## src/rtl/vga_timing_pkg.sv

```systemverilog
// Default 640x480@60 timing constants and total-period helpers shared by the
// VGA timing generator and its counter building block.
package vga_timing_pkg;

  localparam int unsigned DEF_CLK_DIV  = 2;
  localparam int unsigned DEF_H_SYNC   = 96;
  localparam int unsigned DEF_H_BP     = 48;
  localparam int unsigned DEF_H_ACTIVE = 640;
  localparam int unsigned DEF_H_FP     = 16;
  localparam int unsigned DEF_V_SYNC   = 2;
  localparam int unsigned DEF_V_BP     = 33;
  localparam int unsigned DEF_V_ACTIVE = 480;
  localparam int unsigned DEF_V_FP     = 10;
  localparam int unsigned DEF_W        = 10;

  typedef logic [DEF_W-1:0] vga_coord_t;

  function automatic int unsigned h_total(input int unsigned sync, input int unsigned bp,
                                          input int unsigned act, input int unsigned fp);
    return sync + bp + act + fp;
  endfunction

  function automatic int unsigned v_total(input int unsigned sync, input int unsigned bp,
                                          input int unsigned act, input int unsigned fp);
    return sync + bp + act + fp;
  endfunction

endpackage

```

## src/rtl/vga_timing_gen_mod_counter.sv

```systemverilog
// Modulo-N counter: advances on inc, wraps MODULUS-1 -> 0, and exposes the
// value it will hold after this clock so callers can register decodes early.
module mod_counter
  import vga_timing_pkg::*;
#(
  parameter int unsigned MODULUS = 2,
  parameter int unsigned W       = 1
) (
  input  logic         clk,
  input  logic         rst_n,
  input  logic         inc,
  output logic [W-1:0] value,
  output logic [W-1:0] value_next,
  output logic         wrap
);

  localparam logic [W-1:0] LAST = W'(MODULUS - 1);

  always_comb begin
    wrap       = inc && (value == LAST);
    value_next = value;
    if (inc) begin
      value_next = wrap ? '0 : value + 1'b1;
    end
  end

  always_ff @(posedge clk or negedge rst_n) begin
    if (!rst_n) begin
      value <= '0;
    end else begin
      value <= value_next;
    end
  end

endmodule

```

## src/rtl/vga_timing_gen.sv

```systemverilog
// VGA raster timing: pixel-tick divider, H/V scan counters, and registered
// sync / active-video / coordinate / strobe decode aligned with the counts.
module vga_timing_gen
  import vga_timing_pkg::*;
#(
  parameter int unsigned CLK_DIV  = DEF_CLK_DIV,
  parameter int unsigned H_SYNC   = DEF_H_SYNC,
  parameter int unsigned H_BP     = DEF_H_BP,
  parameter int unsigned H_ACTIVE = DEF_H_ACTIVE,
  parameter int unsigned H_FP     = DEF_H_FP,
  parameter int unsigned V_SYNC   = DEF_V_SYNC,
  parameter int unsigned V_BP     = DEF_V_BP,
  parameter int unsigned V_ACTIVE = DEF_V_ACTIVE,
  parameter int unsigned V_FP     = DEF_V_FP,
  parameter int unsigned W        = DEF_W
) (
  input  logic         clk,
  input  logic         rst_n,
  input  logic         en,
  output logic         pix_en,
  output logic [W-1:0] count_h,
  output logic [W-1:0] count_v,
  output logic         h_sync_n,
  output logic         v_sync_n,
  output logic         video_on,
  output logic [W-1:0] pix_x,
  output logic [W-1:0] pix_y,
  output logic         line_end,
  output logic         frame_start
);

  localparam int unsigned H_TOTAL = h_total(H_SYNC, H_BP, H_ACTIVE, H_FP);
  localparam int unsigned V_TOTAL = v_total(V_SYNC, V_BP, V_ACTIVE, V_FP);
  localparam int unsigned DIV_W   = (CLK_DIV > 1) ? $clog2(CLK_DIV) : 1;

  localparam int unsigned H_ACT_LO = H_SYNC + H_BP;
  localparam int unsigned H_ACT_HI = H_SYNC + H_BP + H_ACTIVE;
  localparam int unsigned V_ACT_LO = V_SYNC + V_BP;
  localparam int unsigned V_ACT_HI = V_SYNC + V_BP + V_ACTIVE;

  logic [DIV_W-1:0] div, div_next;
  logic             div_wrap;
  logic             div_unused;
  logic             pix_en_r;
  logic             tick;
  logic [W-1:0]     h_next, v_next;
  logic             h_wrap, v_wrap;
  logic             h_act, v_act;

  mod_counter #(.MODULUS(CLK_DIV), .W(DIV_W)) u_div (
    .clk       (clk),
    .rst_n     (rst_n),
    .inc       (en),
    .value     (div),
    .value_next(div_next),
    .wrap      (div_wrap)
  );

  // Only the divider's wrap matters; its count is internal bookkeeping.
  assign div_unused = ^{div, div_next};

  assign tick   = pix_en_r & en;
  assign pix_en = tick;

  mod_counter #(.MODULUS(H_TOTAL), .W(W)) u_h (
    .clk       (clk),
    .rst_n     (rst_n),
    .inc       (tick),
    .value     (count_h),
    .value_next(h_next),
    .wrap      (h_wrap)
  );

  mod_counter #(.MODULUS(V_TOTAL), .W(W)) u_v (
    .clk       (clk),
    .rst_n     (rst_n),
    .inc       (h_wrap),
    .value     (count_v),
    .value_next(v_next),
    .wrap      (v_wrap)
  );

  assign h_act = (32'(h_next) >= H_ACT_LO) && (32'(h_next) < H_ACT_HI);
  assign v_act = (32'(v_next) >= V_ACT_LO) && (32'(v_next) < V_ACT_HI);

  // Decode from next counts so every output lines up with the count it describes.
  always_ff @(posedge clk or negedge rst_n) begin
    if (!rst_n) begin
      pix_en_r    <= 1'b0;
      h_sync_n    <= 1'b0;
      v_sync_n    <= 1'b0;
      video_on    <= 1'b0;
      pix_x       <= '0;
      pix_y       <= '0;
      line_end    <= 1'b0;
      frame_start <= 1'b0;
    end else begin
      if (en) begin
        pix_en_r <= div_wrap;
      end
      h_sync_n    <= (32'(h_next) >= H_SYNC);
      v_sync_n    <= (32'(v_next) >= V_SYNC);
      video_on    <= h_act & v_act;
      pix_x       <= (h_act & v_act) ? h_next - W'(H_ACT_LO) : '0;
      pix_y       <= (h_act & v_act) ? v_next - W'(V_ACT_LO) : '0;
      line_end    <= h_wrap;
      frame_start <= h_wrap & v_wrap;
    end
  end

endmodule

```

## config.mk

```make
export PLATFORM = sky130hd
export DESIGN_NAME = vga_timing_gen
export DESIGN_NICKNAME = d
export VERILOG_FILES = /design/src/rtl/vga_timing_pkg.sv /design/src/rtl/vga_timing_gen_mod_counter.sv /design/src/rtl/vga_timing_gen.sv
export SDC_FILE = /design/constraint.sdc
export NUM_CORES = 1
export LEC_CHECK = 0
export ABC_AREA = 1
export BUFFER_PORTS_ARGS = -buffer_cell sky130_fd_sc_hd__buf_2
export CORE_MARGIN = 8
export CORE_UTILIZATION = 45
export CTS_CLUSTER_SIZE = 10
export DETAILED_ROUTE_END_ITERATION = 10
export PLACE_DENSITY = 0.66
export RECOVER_POWER = 50
export SLEW_MARGIN = 40
export SYNTH_ARGS = -nofsm -noshare
export SYNTH_HDL_FRONTEND = slang
export SYNTH_SLANG_ARGS = --single-unit
```

## constraint.sdc

```tcl
create_clock -name clk -period 2.8 [get_ports clk]
set_clock_uncertainty 0.05 [all_clocks]
set_input_delay 0.14 -clock clk [delete_from_list [all_inputs] [get_ports clk]]
set_output_delay 0.14 -clock clk [all_outputs]
set_load 0.05 [all_outputs]
```

==> results.yml, run 1 <==
run_status:
  status: "finished, final reports clean"
timing:
  rsz0062_at_grt: "false"
  final_min_period_over_clock_period_pct: 90.4
  report.final.slew_viol_count: 0
  max_slew_margin_pct: 23.4
  fmax_ghz: 0.395
  hold_viol_final: 0
  fin_crit_ns: 2.53
  totalNegativeSetupSlack_ns: 0
  timing.final.setup_violations: 0
  max_slew.worst_pin.slew_ns: 1.15
placement:
  dp_hpwl_mm: 4.56
  dpl-instance-area_um2: 2980
  gpl.final_weighted_congestion: 0.886
  io_buffer_count: 48
clocking:
  htreeDepth: 2
  clock_insertion_delay_worst_skew_ns: 0.30
  clock_tree.buffer_depth: 2
  cts_buffers: 5
  clk_transition_reported_paths_ns: 0.09
  clock_tree.root_cell: "clkbuf_8"
  numClockSinks: 47
  tritoncts: "built"
hold_path:
  min_delay_path_depth: 2
  min-delay-start: "en"
  worst_hold_path_type: "in -> reg"
  whs_endpoint: "u_div.value$_DFFE_PN0P_"
floorplan:
  core_area_um2: 5780
  die_area_um2: 8580
  boundaryPins: 49
  initial_utilization_pct: 45.7
  die_height_um: 92.6
  rows: 28
  die_width_um: 92.6
setup_path:
  worstReg2RegStart: "u_h.value[0]$_DFF_PN0_"
  worst_ep_required_time_ns: 2.98
  worst_r2r_path_depth: 12
  worstSetupPathType: "reg -> reg"
  timing.critical_path.fanout_max: 21
  cp-start-kind: "flop"
  cp_data_arrival_time_ns: 2.72
  max_stage_delay_ns: 0.41
  critical-path-slowest-cell: "dfrtp_1"
  setup.reg_to_reg.worst_slack_ns: 0.27
  critical_path.reg2reg.endpoint: "pix_y[8]$_DFF_PN0_"
  worst_setup_ep_type: "flop"
  worstPathCellList: "ha_1, nand3_1, nor2_2, xor2_1, inv_1, ha_1, a21oi_1, nor2_1, a21oi_1, nand3_2, buf_12, nor2_2"
grt:
  grt_usage_pct: 14.8
  first_global_vias: 2172
  globalRoute.totalOverflow: 0
  pin_count_of_the_biggest_net_entering_global_routing: 48
  global_route_wire_length_before_repair_mm: 10.2
  number_of_antenna_violations_at_the_first_check_in_global_routing: 0
power:
  power.ir.vdd_worst_v: 0.000514
  p_per_area_nw_per_um2: 730
  lkg_pwr_nw: 1.65
cells_and_area:
  multi_input_gate_area_in_the_final_layout_um2: 1230
  area_growth_pct: 18.8
  layout.cell_area.non_filler_um2: 3140
  num-fill-cells: 565
  final-seq-area_um2: 1180
  utilization_pct: 54.3
  antenna-diode-count: 0
  post_route_cells_drive_above_1_share_pct: 25.5
  num-nets-final: 394
drt:
  drt.antenna.violating_nets: 0
  drc: 0
  drt_first_pass_iters: 4
  wl_per_cell_um: 12.9
  avgViaCountPerCell: 4.85
  drt_first_iter_violations: 78
  route.vias.total: 2224
  finalWirelength_mm: 5.94
synth:
  post_synth_inst_count: 320
  synthDistinctLibCells: 28
  yosysWarnings: 0
  avgSynthCellArea_um2: 8.26
  area_of_the_mapped_netlist_um2: 2640
  synth-seq-area-share_pct: 44.5
  postSynthNetCount: 331
  synth.ff_latch_count: 47
job:
  maxCapViolCount: 0
[layout make-up]
type | count | share of cell area [%]
multi-input combinational | 217 | 39.3
sequential | 47 | 37.5
timing repair buffer | 59 | 9.97
inverter | 53 | 6.38
tap | 75 | 2.99
clock buffer | 6 | 2.63
clock inverter | 2 | 1.24
[metrics by stage]
stage | worst slack [ns] | instances | hold WS (ns) | total power, mW
floorplan | 0.0277 | 320 | -0.206 | 1.55
global placement | 0.341 | 444 | 0.319 | 1.77
detailed placement | 0.265 | 444 | 0.141 | 1.78
CTS | 0.244 | 453 | 0.0272 | 2.32
global route | 0.00331 | 459 | 0.0350 | 2.45
finish | 0.268 | 459 | 0.0342 | 2.29
[where the power goes]
part	leakage (nW)	switching [mW]	internal, mW	total, mW
registers	0.576	0.113	0.763	0.875
logic	1.02	0.669	0.222	0.891
clock network	0.0618	0.231	0.294	0.525
total	1.65	1.01	1.28	2.29
[state kept, by name (all words and copies together) (netlist names)]
signal and count:
h_sync_n 1, u_v.value 10, pix_en_r 1, pix_x 10, u_h.value 10, frame_start 1
u_div.value 1, pix_y 10, line_end 1, video_on 1, v_sync_n 1
[cells in the mapped netlist, drive strengths merged]
library cell / n / area (um^2)
inv: 52 / 195
nor3: 7 / 45.0
clkinv: 1 / 5.00
dfrtp: 47 / 1180
buf: 3 / 37.5
nand3: 33 / 205
nand4: 10 / 68.8
nor2: 50 / 282
ha: 8 / 100
xor2: 12 / 105
mux2: 1 / 11.3
a21oi: 4 / 20.0
nand2: 83 / 329
nand3b: 2 / 15.0
o21ai: 6 / 41.3
or2: 1 / 6.26
[placed cells by master (no fill, tap or decap), drive strengths merged, types with 4 or more instances in the layout]
cell    count
nand3      33
nand2      83
ha          8
xor2       12
nand4      10
dfrtp      47
clkbuf     27
buf        37
a21oi       4
o21ai       6
nor3        7
nor2       50
inv        53
[kinds of logic after synthesis]
logic type | Yosys count | share of synthesized area (%)
AO/OA/AOI/OAI | 10 | 2.32
XOR/XNOR | 12 | 3.98
adder cells (fa/ha/maj) | 8 | 3.79
buffers and inverters | 56 | 9.00
flip-flops | 47 | 44.5
multiplexers | 1 | 0.426
AND/OR/NAND/NOR | 186 | 36.0
[worst max-delay path by stage]
stage / end / startpoint / cells after the start / slack, ns
5_1_grt: pix_y[9]$_DFF_PN0_ / u_h.value[0]$_DFF_PN0_ / 14 / 0.003
6_report: pix_y[8]$_DFF_PN0_ / u_h.value[0]$_DFF_PN0_ / 12 / 0.27
4_1_cts: pix_y[7]$_DFF_PN0_ / u_h.value[0]$_DFF_PN0_ / 15 / 0.24
2_1_floorplan: pix_y[7]$_DFF_PN0_ / u_h.value[0]$_DFF_PN0_ / 12 / 0.03
3_5_place_dp: pix_y[8]$_DFF_PN0_ / u_h.value[0]$_DFF_PN0_ / 15 / 0.27
3_3_place_gp: pix_y[9]$_DFF_PN0_ / u_h.value[0]$_DFF_PN0_ / 12 / 0.34
[per-layer routing]
metal  wire length, um  global-route usage, %  up-vias  share of wire (%)
li1                  -                      -     1118                  -
met1              2520                   17.1     1048                 42
met2              3010                   25.6       50                 51
met3               320                   3.96        8                5.4
met4                88                   5.23        0                1.5
met5                 0                      0        -                  0
[worst max-delay path, delay by kind of cell, from the launching register on]
kind,cells,cell delay (ns)
AO/OA/AOI/OAI,2,0.42
XOR/XNOR,1,0.22
adder cells (fa/ha/maj),2,0.45
buffers and inverters,2,0.29
flip-flops,1,0.41
AND/OR/NAND/NOR,5,0.62
[what timing repair did]
item / in CTS / in global routing
endpoints found under the hold margin: 47 / 0
setup buffers: 0 / 6
resized for setup: 0 / 1
setup endpoints to repair: 0 / 17
hold buffers: 1 / 0
(Power assumes the default switching activity.)
==> inputs of run 2 (changes only) <==
BUFFER_PORTS_ARGS = not set   (was -buffer_cell sky130_fd_sc_hd__buf_2)
CTS_CLUSTER_SIZE = 20   (was 10)
DONT_BUFFER_PORTS = 1   (was not set)
PLACE_DENSITY = 0.59   (was 0.66)
==> run 2 against run 1 <==
  * Total power is 3.3% lower
  * Highest routed layer unchanged
  * Flip-flop and latch count is the same
  * Cell area down 3.0%
  * Setup slack got worse by 0.066 ns
  * Critical path depth is the same
  * Combinational power increased by 9.0%
  * Maximum frequency decreased by 2.5%
==> results.yml, run 2 (synthesized netlist as in run 1, its figures left out) <==
clocking:
  clk_transition_reported_paths_ns: 0.09
  numClockSinks: 47
  clock_insertion_delay_worst_skew_ns: 0.29
  tritoncts: "built"
  clock_tree.root_cell: "clkbuf_8"
  htreeDepth: 2
  clock_tree.buffer_depth: 2
  cts_buffers: 5
timing:
  fin_ws_ns: 0.202
  fmax_ghz: 0.385
  final_min_period_over_clock_period_pct: 92.8
  totalNegativeSetupSlack_ns: 0
  hold_viol_final: 0
  rsz0062_at_grt: "false"
  max_slew_margin_pct: 22.6
  report.final.slew_viol_count: 0
  timing.final.setup_violations: 0
  max_slew.worst_pin.slew_ns: 1.16
  fin_crit_ns: 2.60
hold_path:
  worst_hold_path_type: "in -> reg"
  min_delay_path_depth: 3
drt:
  drt_first_pass_iters: 4
  route.vias.total: 2066
  drt.antenna.violating_nets: 0
  finalWirelength_mm: 6.04
  drt_first_iter_violations: 42
  drc: 0
  avgViaCountPerCell: 4.78
  wl_per_cell_um: 14.0
setup_path:
  cp_data_arrival_time_ns: 2.78
  max_stage_delay_ns: 0.41
  cell_type_with_the_highest_occurrence_count_on_the_critical_path: "ha_1"
  worst_setup_ep_type: "flop"
  worst_ep_required_time_ns: 2.98
  critical_path_buf_inv_count: 2
  critPathTopFamily: "simple AND/OR/NAND/NOR gates"
  path_depth: 12
  critical-path-slowest-cell: "dfrtp_2"
  worst_r2r_path_depth: 12
  worstSetupPathType: "reg -> reg"
  cp-start-kind: "flop"
  worstPathCellList: "ha_1, nand3_1, nor2_4, xor2_1, inv_1, ha_1, a21oi_1, nor2_1, a21oi_2, nand3_4, buf_12, nor2_2"
  timing.critical_path.fanout_max: 16
floorplan:
  die_height_um: 92.6
  die_area_um2: 8580
  initial_utilization_pct: 45.7
  boundaryPins: 49
  rows: 28
  core_area_um2: 5780
  die_width_um: 92.6
power:
  fin_total_pwr_mw: 2.22
  lkg_pwr_nw: 1.59
  power.ir.vdd_worst_v: 0.000366
  p_per_area_nw_per_um2: 727
grt:
  globalRoute.totalOverflow: 0
  number_of_antenna_violations_at_the_first_check_in_global_routing: 0
  global_route_wire_length_before_repair_mm: 10.1
  grt_usage_pct: 14.8
  first_global_vias: 2080
  pin_count_of_the_biggest_net_entering_global_routing: 48
job:
  maxCapViolCount: 0
cells_and_area:
  post_route_cells_drive_above_1_share_pct: 24.6
  most_common_library_cell_in_the_layout_ignoring_fill_and_taps: "nand2_1"
  antenna-diode-count: 0
  multi_input_gate_area_in_the_final_layout_um2: 1250
  layout.cells.most_common_list: "nand2_1 (78), inv_1 (49), dfrtp_1 (46)"
  final-seq-area_um2: 1180
  area_growth_pct: 15.2
  num-fill-cells: 573
  num-nets-final: 367
run_status:
  status: "finished, final reports clean"
placement:
  gpl.final_weighted_congestion: 0.865
  dp_hpwl_mm: 4.71
  placement.setup.worst_slack_ns: 0.0690
  io_buffer_count: 0
-- run 2: cell types whose count changed in the layout (fill, tap and decap cells not counted), sizes merged --
cell,before,now
buf,37,25
bufinv,1,0
clkbuf,27,10
clkinv,1,4
dlygate4sd3,1,2
inv,53,52
-- run 2: timing repair --
item / CTS / global route
hold buffers: 3 / 0
setup buffers: 0 / 2
gates resized for setup: 0 / 6
setup endpoints to repair: 0 / 19
endpoints found under the hold margin: 49 / 0
-- run 2: routing by layer --
layer / GRT usage (%) / up-vias / routed length, um
li1: - / 1056 / -
met1: 17.7 / 958 / 2710
met2: 24.7 / 45 / 2890
met3: 4.45 / 7 / 348
met4: 5.50 / 0 / 83
met5: 0 / - / 0
-- run 2: where the power goes --
group | switching, mW | total (mW) | internal, mW
Clock | 0.219 | 0.391 | 0.171
Sequential | 0.0891 | 0.853 | 0.764
Combinational | 0.717 | 0.971 | 0.254
-- run 2: layout make-up --
class	instances	area share (%)
Tap cell	75	3.08
Clock inverter	3	0.493
Timing Repair Buffer	32	7.89
Clock buffer	5	2.26
Multi-Input combinational cell	217	41.0
Inverter	53	6.57
Sequential cell	47	38.7
-- run 2: worst min-delay path, delay by kind of cell --
kind / cells / cell delay (ns)
AOI/OAI and AO/OA: 1 / 0.07
and+or+nand+nor: 2 / 0.17
-- run 2: worst paths after layout --
path	slack (ns)	start	to
worst max-delay path	0.20	u_h.value[0]$_DFF_PN0_	pix_y[8]$_DFF_PN0_
worst min-delay path	0.08	en	u_h.value[1]$_DFF_PN0_
worst max register to register	0.20	u_h.value[0]$_DFF_PN0_	pix_y[8]$_DFF_PN0_
worst min register to register	0.42	u_div.value$_DFFE_PN0P_	u_div.value$_DFFE_PN0P_
max in group asynchronous	1.37	rst_n	u_h.value[0]$_DFF_PN0_
min in group asynchronous	0.57	rst_n	pix_x[3]$_DFF_PN0_
-- run 2: per-stage QoR --
stage / instance area (um^2) / hold WS, ns / util [%] / cells
floorplan: 2640 / -0.206 / - / 320
finish: 3050 / 0.0766 / 52.7 / 432
global placement: 2910 / -0.204 / 50.4 / 419
CTS: 3050 / 0.0547 / 52.7 / 430
global route: 3050 / 0.0862 / 52.7 / 432
detailed placement: 2910 / -0.204 / 50.4 / 419
==> inputs of run 3 (changes only) <==
SYNTH_HIERARCHICAL = 1   (was not set)
==> run 3 against run 2 <==
  * Flip-flop and latch count did not move
  * Die area fell by 3.0%
  * Sequential share of layout area fell by 0.11 points
  * Worst hold slack improved by 0.24 ns
  * Count of clock-buffer cells in the layout rose by 2
  * Sequential power fell by 12%
  * Via count fell by 2.9%
  * First-iteration DRC count rose by 98%
  * Critical endpoint is now pix_x[3]$_DFF_PN0_
==> results.yml, run 3 <==
drt:
  drt.antenna.violating_nets: 0
  drc: 0
  drt_first_pass_iters: 4
  wire_length_the_detailed_router_placed_on_met1_mm: 2.49
  route.vias.total: 2006
  finalWirelength_mm: 5.93
  dr_wl_met2_mm: 2.89
  maxUsedRoutingLayer: "met4"
  wl_met3_um: 377
  avgViaCountPerCell: 4.83
  wl_per_cell_um: 14.3
  drt_first_iter_violations: 83
setup_path:
  worst_setup_ep_type: "flop"
  cp-start-kind: "flop"
  critical_path.reg2reg.endpoint: "pix_x[3]$_DFF_PN0_"
  cp_data_arrival_time_ns: 2.74
  cp-endpoint: "pix_x[3]$_DFF_PN0_"
  worst_setup_path_startpoint: "u_h/value[0]$_DFF_PN0_"
  worstSetupPathType: "reg -> reg"
  worst_r2r_path_depth: 18
  timing.critical_path.fanout_max: 8
  setup.reg_to_reg.worst_slack_ns: 0.20
  worst_ep_required_time_ns: 2.94
  worstReg2RegStart: "u_h/value[0]$_DFF_PN0_"
synth:
  area_of_the_mapped_netlist_um2: 2550
  synth-seq-area-share_pct: 46.2
  synth.ff_latch_count: 47
  avgSynthCellArea_um2: 8.38
  postSynth.asyncResetShare_pct: 100
  synthDistinctLibCells: 30
  postSynthNetCount: 316
  synth_enable_flop_cells: 0
  synth_top_area_share_pct: 46.2
  ys.flop_type: "dfrtp_1"
  synth_area_leader_cell: "dfrtp_1"
  yosysWarnings: 6
  ys_top_cells_by_area: "dfrtp_1 (46%), nand2_1 (10%), inv_1 (6.3%), nor2_2 (5.6%), nor2_1 (4.9%)"
  yosys.cell_count.top_type: "nand2_1"
  synth.cells.most_frequent: "nand2_1 (71), dfrtp_1 (47), inv_1 (43), nor2_1 (33), nor2_2 (23)"
  post_synth_inst_count: 304
timing:
  report.final.slew_viol_count: 0
  fin_ws_ns: 0.203
  hold_viol_final: 0
  fmax_ghz: 0.385
  max_slew_margin_pct: 22.9
  final_min_period_over_clock_period_pct: 92.7
  timing.final.setup_violations: 0
  hold-worst-slack_ns: 0.320
  fin_crit_ns: 2.60
  max_slew.worst_pin.slew_ns: 1.16
grt:
  global_route_wire_length_before_repair_mm: 9.80
  globalRoute.totalOverflow: 0
  grt_usage_pct: 14.5
  number_of_antenna_violations_at_the_first_check_in_global_routing: 0
  pin_count_of_the_biggest_net_entering_global_routing: 48
  first_global_vias: 2033
cells_and_area:
  antenna-diode-count: 0
  num-nets-final: 354
  utilization_pct: 56.0
  area_growth_pct: 20.4
  layout.cells.most_common_list: "nand2_1 (69), dfrtp_1 (42), inv_1 (40)"
  layout.cell_area.non_filler_um2: 3070
  post_route_cells_drive_above_1_share_pct: 29.4
  most_common_library_cell_in_the_layout_ignoring_fill_and_taps: "nand2_1"
clocking:
  numClockSinks: 47
  tritoncts: "built"
  clock_insertion_delay_worst_skew_ns: 0.30
  clock_tree.root_cell: "clkbuf_8"
  cts_buffers: 5
  clock_tree.buffer_depth: 2
  htreeDepth: 2
  clk_transition_reported_paths_ns: 0.08
power:
  lkg_pwr_nw: 1.61
  power.ir.vdd_worst_v: 0.000363
  p_per_area_nw_per_um2: 514
  fin_total_pwr_mw: 1.58
floorplan:
  die_height_um: 91.2
  initial_utilization_pct: 46.5
  die_width_um: 91.2
  die_area_um2: 8320
  rows: 27
  boundaryPins: 49
  core_area_um2: 5470
placement:
  gpl.final_weighted_congestion: 0.862
  dp_hpwl_mm: 4.36
  io_buffer_count: 0
  dpl-instance-area_um2: 2840
  placement.setup.worst_slack_ns: 0.0753
hold_path:
  worst_hold_path_type: "in -> reg"
job:
  maxCapViolCount: 0
run_status:
  status: "finished, final reports clean"
## run 3: cell types whose count changed after synthesis, moves of 3 or more
cell	before	now
inv_1	49	43
nand2_1	78	71
nand3_1	25	18
nand3_2	8	4
nand4_1	9	2
nor2_1	24	33
nor2_4	3	6
xor2_1	12	9
## run 3: power breakdown
group / switching (mW) / total, mW / internal [mW] / leakage (nW)
sequential: 0.0291 / 0.748 / 0.719 / 0.595
combinational: 0.247 / 0.339 / 0.0928 / 0.961
clock: 0.221 / 0.488 / 0.267 / 0.0524
## run 3: repair_timing
| item | 4_1_cts | 5_1_grt |
|---|---|---|
| hold endpoints to repair | 49 | 0 |
| endpoints found under the setup margin | 0 | 21 |
| resized for setup | 0 | 14 |
| buffers inserted | 0 | 5 |
| hold buffers | 3 | 0 |
## run 3: cell type report
cell class / instances / area, um^2
fill: 505 / 2410
multi-input combinational: 205 / 1200
sequential: 47 / 1180
timing repair buffer: 35 / 288
inverter: 48 / 201
tap: 72 / 90.1
clock buffer: 7 / 76.3
clock inverter: 1 / 30.0
## run 3: kinds of logic after synthesis
| family | synth area share, % |
|---|---|
| xor+xnor | 3.78 |
| compound gates | 3.93 |
| flops | 46.2 |
| simple gates | 32.3 |
| mux | 0.442 |
| fa+ha+maj | 4.42 |
| buf+inv | 8.99 |
## run 3: critical path: stages, from the launching register on
cell and delay, ns:
dfrtp_2 0.39, ha_4 0.16, nand3_4 0.09, nor2_4 0.12, nand2_4 0.08, clkinvlp_4 0.13
buf_4 0.12, nand2_1 0.07, nor2_1 0.14, nand2_2 0.07, nor2_1 0.18, nor2_4 0.08
bufinv_8 0.19, nand3_1 0.07, a21oi_1 0.12, nor2_1 0.06, nand2_2 0.15, clkbuf_16 0.18
nor2_2 0.03
## run 3: how the worst min path moves through the flow
stage / start / to / cells after the start
2_1_floorplan: rst_n / frame_start$_DFF_PN0_ / 0
3_3_place_gp: rst_n / u_h/value[4]$_DFF_PN0_ / 0
3_5_place_dp: rst_n / u_h/value[4]$_DFF_PN0_ / 0
4_1_cts: rst_n / pix_x[0]$_DFF_PN0_ / 2
5_1_grt: en / u_h/value[4]$_DFF_PN0_ / 5
6_report: en / u_h/value[4]$_DFF_PN0_ / 5
## run 3: stage by stage
| step | setup TNS, ns | std cells |
|---|---|---|
| 6_report | 0 | 415 |
| 5_1_grt | -0.140 | 415 |
| 3_5_place_dp | 0 | 398 |
| 2_1_floorplan | 0 | 304 |
| 3_3_place_gp | 0 | 398 |
| 4_1_cts | 0 | 409 |
## run 3: routing by layer
layer	GRT usage, %	vias up
met5	0	-
met4	6.55	0
met3	4.61	14
met2	23.8	50
met1	17.0	945
li1	-	997
